## config.mk

```make
export PLATFORM = sky130hd
export DESIGN_NAME = iterative_muldiv_unit_flat
export DESIGN_NICKNAME = d
export VERILOG_FILES = /design/src/rtl/muldiv_pkg.sv /design/src/rtl/iterative_muldiv_unit_if.sv /design/src/rtl/muldiv_step.sv /design/src/rtl/iterative_muldiv_unit.sv /design/src/flat_wrapper.sv
export SDC_FILE = /design/constraint.sdc
export NUM_CORES = 1
export LEC_CHECK = 0
export ABC_CLOCK_PERIOD_IN_PS = 3300
export CORE_AREA = 2 2 186 188
export DETAILED_ROUTE_END_ITERATION = 6
export DIE_AREA = 0 0 188 190
export PLACE_DENSITY = 0.68
export SYNTH_ARGS = -nofsm -noshare
export SYNTH_HDL_FRONTEND = slang
export SYNTH_SLANG_ARGS = --single-unit
```

## constraint.sdc

```tcl
create_clock -name clk -period 3.3 [get_ports clk]
set_clock_uncertainty 0.05 [all_clocks]
set_input_delay 0.66 -clock clk [delete_from_list [all_inputs] [get_ports clk]]
set_output_delay 0.66 -clock clk [all_outputs]
set_load 0.005 [all_outputs]
```

## src/rtl/muldiv_pkg.sv

```systemverilog
// rtl/muldiv_pkg.sv - op encodings and FSM states for the iterative multiply/divide unit
package muldiv_pkg;

  localparam logic [1:0] OP_MULTU = 2'b00;
  localparam logic [1:0] OP_MULT  = 2'b01;
  localparam logic [1:0] OP_DIVU  = 2'b10;
  localparam logic [1:0] OP_DIV   = 2'b11;

  typedef enum logic [1:0] {
    IDLE = 2'b00,
    CALC = 2'b01,
    FIX  = 2'b10,
    DONE = 2'b11
  } state_e;

endpackage

```

## src/rtl/iterative_muldiv_unit_if.sv

```systemverilog
// rtl/iterative_muldiv_unit_if.sv - request/result bundle between controller and multiply/divide unit
interface iterative_muldiv_unit_if #(
  parameter int WIDTH = 32
);
  logic             start;
  logic [1:0]       op;
  logic [WIDTH-1:0] a;
  logic [WIDTH-1:0] b;
  logic             busy;
  logic             done;
  logic             divzero;
  logic [WIDTH-1:0] hi;
  logic [WIDTH-1:0] lo;

  modport master (output start, op, a, b, input busy, done, divzero, hi, lo);
  modport slave  (input start, op, a, b, output busy, done, divzero, hi, lo);
endinterface

```

## src/rtl/muldiv_step.sv

```systemverilog
// rtl/muldiv_step.sv - one shift-add (multiply) or restoring shift-subtract (divide) iteration
module muldiv_step #(
  parameter int WIDTH = 32
) (
  input  logic               is_div,
  input  logic [2*WIDTH-1:0] acc_i,
  input  logic [WIDTH-1:0]   opnd_i,
  output logic [2*WIDTH-1:0] acc_o
);
  logic [WIDTH:0]   sum;
  logic [WIDTH:0]   rem_sh;
  logic [WIDTH-1:0] diff;
  logic             borrow;

  // Divide keeps {remainder, dividend/quotient}; multiply keeps {partial, multiplier}.
  always_comb begin
    sum    = {1'b0, acc_i[2*WIDTH-1:WIDTH]} + (acc_i[0] ? {1'b0, opnd_i} : '0);
    rem_sh = acc_i[2*WIDTH-1:WIDTH-1];
    borrow = rem_sh < {1'b0, opnd_i};
    diff   = rem_sh[WIDTH-1:0] - opnd_i;
    if (is_div) begin
      if (borrow) acc_o = {rem_sh[WIDTH-1:0], acc_i[WIDTH-2:0], 1'b0};
      else        acc_o = {diff, acc_i[WIDTH-2:0], 1'b1};
    end else begin
      acc_o = {sum, acc_i[WIDTH-1:1]};
    end
  end
endmodule

```

## src/rtl/iterative_muldiv_unit.sv

```systemverilog
// rtl/iterative_muldiv_unit.sv - multi-cycle MULT/MULTU/DIV/DIVU with HI/LO result registers
module iterative_muldiv_unit
  import muldiv_pkg::*;
#(
  parameter int WIDTH = 32,
  parameter int CNT_W = $clog2(WIDTH) + 1
) (
  input  logic                    clk,
  input  logic                    reset,
  iterative_muldiv_unit_if.slave  bus
);
  state_e               state_q, state_d;
  logic [CNT_W-1:0]     cnt_q, cnt_d;
  logic [2*WIDTH-1:0]   acc_q, acc_d, acc_step;
  logic [WIDTH-1:0]     opnd_q, opnd_d;
  logic                 is_div_q, is_div_d;
  logic                 neg_lo_q, neg_lo_d;
  logic                 neg_hi_q, neg_hi_d;
  logic                 dz_pend_q, dz_pend_d;
  logic                 divz_q, divz_d;
  logic [WIDTH-1:0]     hi_q, hi_d, lo_q, lo_d;

  logic                 sgn, dz, a_neg, b_neg;
  logic [2*WIDTH-1:0]   prod_neg;

  muldiv_step #(.WIDTH(WIDTH)) u_step (
    .is_div (is_div_q),
    .acc_i  (acc_q),
    .opnd_i (opnd_q),
    .acc_o  (acc_step)
  );

  always_ff @(posedge clk) begin
    if (reset) begin
      state_q   <= IDLE;
      cnt_q     <= '0;
      acc_q     <= '0;
      opnd_q    <= '0;
      is_div_q  <= 1'b0;
      neg_lo_q  <= 1'b0;
      neg_hi_q  <= 1'b0;
      dz_pend_q <= 1'b0;
      divz_q    <= 1'b0;
      hi_q      <= '0;
      lo_q      <= '0;
    end else begin
      state_q   <= state_d;
      cnt_q     <= cnt_d;
      acc_q     <= acc_d;
      opnd_q    <= opnd_d;
      is_div_q  <= is_div_d;
      neg_lo_q  <= neg_lo_d;
      neg_hi_q  <= neg_hi_d;
      dz_pend_q <= dz_pend_d;
      divz_q    <= divz_d;
      hi_q      <= hi_d;
      lo_q      <= lo_d;
    end
  end

  always_comb begin
    state_d = state_q;
    unique case (state_q)
      IDLE: if (bus.start) state_d = CALC;
      CALC: if (cnt_q == CNT_W'(WIDTH - 1)) state_d = FIX;
      FIX:  state_d = DONE;
      DONE: state_d = IDLE;
      default: state_d = IDLE;
    endcase
  end

  // Divide-by-zero runs on the raw dividend so the iterations leave lo=all ones, hi=a.
  always_comb begin
    cnt_d     = cnt_q;
    acc_d     = acc_q;
    opnd_d    = opnd_q;
    is_div_d  = is_div_q;
    neg_lo_d  = neg_lo_q;
    neg_hi_d  = neg_hi_q;
    dz_pend_d = dz_pend_q;
    divz_d    = divz_q;
    hi_d      = hi_q;
    lo_d      = lo_q;
    sgn       = bus.op[0];
    dz        = bus.op[1] && (bus.b == '0);
    a_neg     = sgn && bus.a[WIDTH-1] && !dz;
    b_neg     = sgn && bus.b[WIDTH-1];
    prod_neg  = -acc_q;
    unique case (state_q)
      IDLE: if (bus.start) begin
        cnt_d     = '0;
        is_div_d  = bus.op[1];
        acc_d     = {{WIDTH{1'b0}}, (a_neg ? -bus.a : bus.a)};
        opnd_d    = b_neg ? -bus.b : bus.b;
        neg_lo_d  = a_neg ^ b_neg;
        neg_hi_d  = bus.op[1] ? a_neg : (a_neg ^ b_neg);
        dz_pend_d = dz;
      end
      CALC: begin
        acc_d = acc_step;
        cnt_d = cnt_q + CNT_W'(1);
      end
      FIX: begin
        divz_d = dz_pend_q;
        if (is_div_q) begin
          hi_d = neg_hi_q ? -acc_q[2*WIDTH-1:WIDTH] : acc_q[2*WIDTH-1:WIDTH];
          lo_d = neg_lo_q ? -acc_q[WIDTH-1:0]       : acc_q[WIDTH-1:0];
        end else begin
          hi_d = neg_lo_q ? prod_neg[2*WIDTH-1:WIDTH] : acc_q[2*WIDTH-1:WIDTH];
          lo_d = neg_lo_q ? prod_neg[WIDTH-1:0]       : acc_q[WIDTH-1:0];
        end
      end
      default: ;
    endcase
  end

  always_comb begin
    bus.busy    = (state_q != IDLE);
    bus.done    = (state_q == DONE);
    bus.divzero = divz_q;
    bus.hi      = hi_q;
    bus.lo      = lo_q;
  end
endmodule

```

## src/flat_wrapper.sv

```systemverilog
// flat-port wrapper written by rule: the top's interface ports become plain ports
module iterative_muldiv_unit_flat import muldiv_pkg::*;
#(
  parameter int WIDTH = 32,
  parameter int CNT_W = $clog2(WIDTH) + 1
)
  (clk, reset, bus_start, bus_op, bus_a, bus_b, bus_busy, bus_done, bus_divzero, bus_hi, bus_lo);
  iterative_muldiv_unit_if #(.WIDTH(WIDTH)) bus_i ();
  input  logic clk;
  input  logic reset;
  input wire logic [$bits(bus_i.start)-1:0] bus_start;
  input wire logic [$bits(bus_i.op)-1:0] bus_op;
  input wire logic [$bits(bus_i.a)-1:0] bus_a;
  input wire logic [$bits(bus_i.b)-1:0] bus_b;
  output wire logic [$bits(bus_i.busy)-1:0] bus_busy;
  output wire logic [$bits(bus_i.done)-1:0] bus_done;
  output wire logic [$bits(bus_i.divzero)-1:0] bus_divzero;
  output wire logic [$bits(bus_i.hi)-1:0] bus_hi;
  output wire logic [$bits(bus_i.lo)-1:0] bus_lo;
  assign bus_i.start = bus_start;
  assign bus_i.op = bus_op;
  assign bus_i.a = bus_a;
  assign bus_i.b = bus_b;
  assign bus_busy = bus_i.busy;
  assign bus_done = bus_i.done;
  assign bus_divzero = bus_i.divzero;
  assign bus_hi = bus_i.hi;
  assign bus_lo = bus_i.lo;
  iterative_muldiv_unit #(.WIDTH(WIDTH), .CNT_W(CNT_W)) u_core (.clk(clk), .reset(reset), .bus(bus_i));
endmodule
```

==> Word level (Yosys, flattened, before mapping) <==
Cells that the tools add are included.
W data, S select, Z words.
{ "word_totals": {"output_inout_bits": 67, "ff_bits": 173} }
{ "op_classes": {"order_cmp": 1, "eq_ne": 6, "bitwise_logic": 1, "n_addsub": 8, "reduce_logical": 12, "mux": 19} }
{ "ops": {"columns": ["operator", "count"], "rows": [
  ["$mux W32", 9],
  ["$mux W64", 3],
  ["$neg A32 Y32", 4],
  ["$pmux W64 S2", 1],
  ["$neg A64 Y64", 1],
  ["$add A32 B33 Y33", 1],
  ["$lt A33 B32 Y1", 1],
  ["$logic_not A32 Y1", 1],
  ["$sub A32 B32 Y32", 1],
  ["$pmux W6 S2", 1],
  ["$pmux W2 S4", 1],
  ["$add A6 B1 Y6 const B", 1],
  ["$eq A6 B5 Y1 const B", 1],
  ["$mux W6", 1],
  ["$reduce_and A2 Y1", 3],
  ["$eq A2 B2 Y1 const B", 2],
  ["$logic_and A1 B1 Y1", 4],
  ["$mux W2", 2],
  ["$reduce_bool A2 Y1", 2],
  ["$eq A2 B1 Y1 const B", 1],
  ["$logic_not A2 Y1", 1],
  ["$ne A2 B1 Y1 const B", 1],
  ["$ne A2 B2 Y1 const B", 1],
  ["$logic_not A1 Y1", 1],
  ["2 further kinds", 2]
]} }

==> Longest topological paths before layout <==
{ "depth": {"depth_word": 7, "depth_mapped": 15, "mapped_depth_nobuf": 13} }

==> Modules after synthesis <==
A second synthesis with hierarchy kept.
{ "unflattened": {"cells_unflattened": 1891, "area_unflattened_um2": 14287.5} }
{ "by_module_without_submodules": {"columns": ["module", "area_each_um2", "seq_area_each_um2", "cells_each", "instances"], "rows": [
  ["iterative_muldiv_unit", 9511.6, 3463.3, 1190, 1],
  ["muldiv_step", 4775.8, 0.0, 701, 1]
]} }

==> Worst setup path before layout <==
No wires, ideal clock.
{ "synth_timing": {"path_type": "register to register", "startpoint": "reg u_core.acc_q[0]", "endpoint": "reg u_core.acc_q[53]", "n_path_buf": 2, "synth_period_minus_slack_ns": 3.393, "path_slack_ns": -0.093, "arrival_ns": 3.227, "stages_incl_launch_ff": 15, "cell_sequence": "dfxtp_1 -> clkbuf_1 -> inv_1 -> clkbuf_1 -> nor2_1 -> ha_1 -> and2_1 -> and3_1 -> a211oi_1 -> a31oi_1 -> o41ai_2 -> a21oi_1 -> xor2_1 -> a221o_1 -> a31o_2"} }
{ "synth_between": {"elab_chain_cells": 4} }
{ "synth_rtl": {"columns": ["element", "line_no", "text"], "rows": [
  ["start, declared", "iterative_muldiv_unit.sv:14", "logic [2*WIDTH-1:0] acc_q, acc_d, acc_step;"],
  ["start signal, assigned", "iterative_muldiv_unit.sv:37", "acc_q <= '0;"],
  ["start signal, assigned", "iterative_muldiv_unit.sv:49", "acc_q <= acc_d;"],
  ["$mux W32", "muldiv_step.sv:17", "sum = {1'b0, acc_i[2*WIDTH-1:WIDTH]} + (acc_i[0] ? {1'b0, opnd_i} : '0);"],
  ["$add A32 B33 Y33", "muldiv_step.sv:17", null],
  ["$mux W64", "muldiv_step.sv:21", "if (is_div) begin"],
  ["$pmux W64 S2", "iterative_muldiv_unit.sv:89", "unique case (state_q)"]
]} }
No other way between the ends.
A chain may end at the register's enable or synchronous reset.

==> Final worst setup path <==
{ "layout_timing": {"startpoint": "reg u_core.acc_q[31]", "endpoint": "reg u_core.acc_q[62]"} }
{ "layout_between": {"elab_chain_cells": 4, "word_cells_on_any_way": 5} }
{ "layout_rtl": {"columns": ["element", "line_no", "text"], "rows": [
  ["$sub A32 B32 Y32 or $lt A33 B32 Y1 (tied branches)", "muldiv_step.sv:20, muldiv_step.sv:19", null],
  ["$mux W64 *", "muldiv_step.sv:22", "if (borrow) acc_o = {rem_sh[WIDTH-1:0], acc_i[WIDTH-2:0], 1'b0};"],
  ["$mux W64 *", "muldiv_step.sv:21", null],
  ["$pmux W64 S2 *", "iterative_muldiv_unit.sv:89", null]
]} }
Every way passes the cells marked *; elsewhere a longest branch is shown, timed or not.

==> out/summary.txt <==
Nets = 2098
VDD IR-drop max = 0.588 mV
Top area cells in the synthesized netlist = dfxtp_1 26%, xor2_1 7.1%, ha_1 6.8%
Starting Density = 39.4%
FF-to-FF End = u_core.acc_q[62]
# fillers = 3220
Main synth FF type = dfxtp_1
Final setup vio count = 0
EDFF count, synth = 0
Crit path top cell by count = inv_2
Number of cells after detailed placement = 2385
Share of layout cells above drive strength 1 = 15.7%
Slowest stage delay, CP = 390 ps
Num CTS Buffers = 17
Status = completed
ANT nets after route = 0
PortBufs = 135
R2R cell count = 14
FF-to-FF Start = u_core.acc_q[31]
Top Ports = 136
Final min period = 3230 ps
Fin. max-slew vios = 0
CP Buf/Inv Count = 3
Achievable Freq = 0.310 GHz
Syn Nets = 1858
CP Launch Type = flip-flop
Flops & latches, synth = 173
RSZ-0062 raised after global routing = yes
Final non-filler cell total = 2421
Die height = 190 um
Final Cycle Share = 97.8%
Routability Congestion = 0.929
Diode count = 0
Vias in the first global route = 13400
Multi-input gate area = 9480 um2
Data required time of the critical path = 3590 ps
Slew margin rel. = 34.6%
Area share of the largest cell type after synthesis = 25.9%
Worst-path clk slew = 70 ps
Gr ovfl total = 0
Via Count = 13900
WHS Path Cells = 2
Sequential-to-total area share from yosys stat = 25.9%
Hold wc startpoint = u_core.opnd_q[21]
Number of synthesis warnings = 0
Drt pass-1 iters = 6
Worst reg-to-reg setup slack = 70 ps
Row count = 68
Drt total wl = 45500 um
Crit path cell chain = inv_2 -> ha_4 -> inv_2 -> fa_2 -> a211oi_2 -> o211ai_1 -> a21oi_1 -> buf_4 -> o21ai_4 -> o41ai_4 -> o221ai_2 -> a311oi_2 -> mux2i_1 -> o32a_1
# DRC = 0
Die width = 188 um
HPWL after DPL = 35400 um
Hold Crit Class = reg2reg
Asr flop ratio synth = 0%
Storage element area = 3470 um2
Via density = 5.74
First-pass GRT wire length = 71700 um
MaxCap Viol Count = 0
LEAKAGE = 0.00697 uW
Worst-path fanout max = 2
Pwr Density = 614 nW/um2
Area Overhead vs Synth = 28.6%
Cells after synthesis = 1714
Aggregate global-route resource usage = 24.9%
Max H-tree Level = 4
Clock latency at the later pin of the worst-skew pair = 450 ps
Post-Route Utilization = 50.7%
Slew @ Worst Pin = 981 ps
Hold path endpoint = u_core.opnd_q[21]
DIE AREA = 35700 um2
Setup TNS Final = 0 ps
CTS root buf = clkbuf_16
Delay-heaviest family, CP = compound AO/OA/AOI/OAI gates
Distinct cell type count after synthesis = 76
Antenna violations before repair = 0
Commonest cells after routing, fill and taps aside = 203 x nor2_1, 195 x buf_4, 169 x dfxtp_1
Cell taking the most area after synthesis = dfxtp_1
Most common cell after layout, fill and taps aside = nor2_1
Wire per inst = 18.8 um
Largest net degree at the start of global routing = 68
CP Class = reg2reg
Core footprint = 33900 um2
Avg Inst Size Synth = 7.81 um2
Mapped Area = 13400 um2
Drt first-iter violations = 1090
CP max stage cell = fa_2
CTS tree = built
Hold Vio Cnt, Final = 0
Clock sinks = 173
Critical path capture point type = flip-flop
Bufs on Longest Clock Path = 2
Worst Path Arrival = 3510 ps
## cell type report
| cell class | instances | area share [%] |
|---|---|---|
| Sequential cell | 173 | 20.2 |
| Inverter | 58 | 1.27 |
| Clock buffer | 17 | 2.47 |
| Multi-Input combinational cell | 1370 | 55.1 |
| Clock inverter | 14 | 0.851 |
| Timing Repair Buffer | 334 | 16.8 |
| Tap cell | 455 | 3.31 |
## per-layer routing
| metal | share of wire, % | vias up | global-route usage [%] |
|---|---|---|---|
| li1 | - | 6726 | - |
| met1 | 45 | 6568 | 34.5 |
| met2 | 45 | 524 | 39.6 |
| met3 | 6.7 | 82 | 3.74 |
| met4 | 2.9 | 0 | 8.57 |
| met5 | 0 | - | 0 |
## Yosys cell counts (18+ instances only)
master	count
nor2_1	204
dfxtp_1	173
nand2_1	141
xor2_1	109
a21oi_1	99
clkbuf_1	99
a211oi_1	75
o21ai_0	75
ha_1	73
mux2i_1	69
xnor2_1	58
inv_1	57
nand3_1	40
a21o_1	39
o221ai_1	32
nor3_1	28
or3_1	20
o31ai_1	19
nand2b_1	18
## worst reg2reg max path, stage by stage, from the launching register on
cell      delay [ps]
dfxtp_2          330
inv_2             70
ha_4             130
inv_2             40
fa_2             390
a211oi_2         220
o211ai_1         190
a21oi_1          190
buf_4            160
o21ai_4           80
o41ai_4          360
o221ai_2         180
a311oi_2         340
mux2i_1          130
o32a_1           280
## state kept, by name, indices dropped and copies added, names as in the netlist, 2 cells and up
register / count
u_core.acc_q: 64
u_core.bus.hi: 32
u_core.bus.lo: 32
u_core.opnd_q: 32
u_core.cnt_q: 6
u_core.state_q: 2
## timing repair
item,4_1_cts,5_1_grt
pin swaps,0,19
hold buffers,0,0
endpoints found under the hold margin,0,0
endpoints found under the setup margin,8,25
setup buffers,0,5
gates resized for setup,7,41
## cell families after synthesis
family | synth area share (%)
mux | 5.67
buf+inv | 5.01
xor+xnor | 10.9
compound gates | 26.0
flops | 25.9
fa+ha+maj | 7.12
simple gates | 19.4
## worst max-delay path by stage
stage                      from          endpoint  slack [ps]  cells past startpoint
6_report       u_core.acc_q[31]  u_core.acc_q[62]          70                     14
5_1_grt        u_core.acc_q[31]  u_core.acc_q[62]         -70                     14
4_1_cts        u_core.opnd_q[0]  u_core.acc_q[62]         -70                     13
3_5_place_dp          bus_b[20]   u_core.acc_q[7]        -200                     10
3_3_place_gp   u_core.opnd_q[4]  u_core.acc_q[60]        -150                     15
2_1_floorplan   u_core.acc_q[0]  u_core.acc_q[53]          50                     14
## report_power, final
part,switching [uW],internal [uW]
Combinational,3150,2340
Clock,985,1070
Sequential,472,2560
Total,4610,5960
## through the flow
step / setup slack, ps / cell area [um2] / total power [uW] / hold slack, ps
after floorplan: 50.1 / 13400 / 6270 / 382
after global placement: -152 / 16400 / 8290 / 392
after detailed placement: -204 / 16400 / 8370 / 409
after CTS: -70.3 / 17000 / 10400 / 418
after global routing: -67.7 / 17200 / 11300 / 435
final: 71.2 / 17200 / 10600 / 416
Note: power is estimated with default switching activity, not from simulation.
==> RTL change, RTL diff (same settings) <==
Take the reset off `hi_q` and `lo_q` and load them in a clocked block of their own.
--- a/src/rtl/iterative_muldiv_unit.sv
+++ b/src/rtl/iterative_muldiv_unit.sv
@@ -43,4 +43,2 @@
       divz_q    <= 1'b0;
-      hi_q      <= '0;
-      lo_q      <= '0;
     end else begin
@@ -55,5 +53,8 @@
       divz_q    <= divz_d;
-      hi_q      <= hi_d;
-      lo_q      <= lo_d;
     end
+  end
+
+  always_ff @(posedge clk) begin
+    hi_q <= hi_d;
+    lo_q <= lo_d;
   end
Behaviour: no difference found for any inputs over 10 cycles, from zero or initial values and one cycle with reset high; that may be too few to reach the edited logic, so the function may still have changed.
==> RTL change against the original RTL <==
The run now ends with setup timing left; critical path type unchanged; power grew 13%; worst setup slack lost 0.085 ns; largest power group unchanged; die area is the same; wire length shrank 6.7%; design area grew 6.5%; area after synthesis shrank 1.8%; cell count grew 0.21%; critical endpoint is now u_core.acc_q[41]; sequential cell count is the same.
==> RTL change: results (changes against the original RTL) <==
outcome -> finished with violations (was complete, no violations)
failing checks -> setup timing
number of global-route vias before repair -> 12304 (was 13356)
Synth cell types -> 74 (was 76)
Starting DRT DRC Count -> 1247 (was 1090)
crit-path max cell delay -> 0.36 ns (was 0.39 ns)
final worst slack -> -0.0139 ns (was 0.0712 ns)
GRT Total Usage -> 22.7% (was 24.9%)
seq_cells -> 173 (unchanged)
Compound-Gate Fraction of Synth Area -> 23.9% (was 26.0%)
Register Area -> 4120 um^2 (was 3470 um^2)
placed cell areas -> 16700 um^2 (was 16400 um^2)
dpl ws -> -0.618 ns (was -0.204 ns)
cell area after layout -> 18300 um^2 (was 17200 um^2)
Syn Nets -> 1756 (was 1858)
Worst setup endpoint -> u_core.acc_q[41] (was u_core.acc_q[62])
Buffers excl. clock -> 421 (was 334)
NonClk Buf Share -> 20.1% (was 16.8%)
Mean Syn Cell Area -> 8.15 um^2 (was 7.81 um^2)
mux cell area share after synthesis -> 2.90% (was 5.67%)
Adder-Cell Fraction of Synth Area -> 7.25% (was 7.12%)
slowest CP cell -> dfxtp_2 (was fa_2)
first-pass GRT wire length -> 65300 um (was 71700 um)
hold endpoint -> u_core.opnd_q[17] (was u_core.opnd_q[21])
invs w/o clock -> 65 (was 58)
VDD IR-drop max -> 0.000401 V (was 0.000588 V)
Slew Limit Headroom -> 43.4% (was 34.6%)
Min-Delay Startpoint -> u_core.opnd_q[17] (was u_core.opnd_q[21])
NetSw -> 4.97 mW (was 4.61 mW)
Sequential Power Share -> 26.1% (was 28.7%)
Switching Share -> 41.4% (was 43.6%)
number of fillers in the final layout -> 3028 (was 3220)
synth cell count leaders -> nand2_1, nor2_1, a21oi_1, o21ai_0, dfxtp_1 (was nor2_1, dfxtp_1, nand2_1, xor2_1)
Pre-antenna DRT Iters -> 5 (was 6)
Post-Synth XOR/XNOR Area -> 11.3% (was 10.9%)
Reg-to-Reg Start -> u_core.opnd_q[1] (was u_core.acc_q[31])
gpl congestion -> 0.938 (was 0.929)
WP data arrival -> 3.61 ns (was 3.51 ns)
Min Hold Slack -> 0.415 ns (was 0.416 ns)
vias -> 13359 (was 13900)
ClkCell Share -> 3.52% (was 3.32%)
#MultiIn Comb -> 1280 (was 1370)
sequential area share after synthesis -> 31.2% (was 25.9%)
Crit Path Max Fanout -> 6 (was 2)
Final Setup Violations -> 3 (was 0)
fin cells -> 2426 (was 2421)
total combinational power -> 6.61 mW (was 5.49 mW)
-- RTL change: cell types whose count changed in the layout (fill, tap and decap cells not counted), sizes merged, moves of 30 or more --
| cell | before | now |
|---|---|---|
| xnor2 | 58 | 92 |
| xor2 | 109 | 77 |
| a211oi | 76 | 35 |
| buf | 200 | 287 |
| dfxtp | 173 | 109 |
| nor2 | 204 | 158 |
| mux2i | 69 | 37 |
| edfxtp | 0 | 64 |
| o21ai | 85 | 115 |
-- RTL change: per-layer routing --
metal / routed length [um] / track usage (%)
met5: 0 / 0
met2: 18500 / 34.8
met3: 2900 / 3.30
met4: 542 / 5.21
met1: 20500 / 33.6
-- RTL change: what timing repair did --
item | CTS | global route
setup endpoints to repair | 52 | 84
cloned | 0 | 4
setup buffers | 5 | 24
resized for setup | 83 | 133
pin swaps | 25 | 78
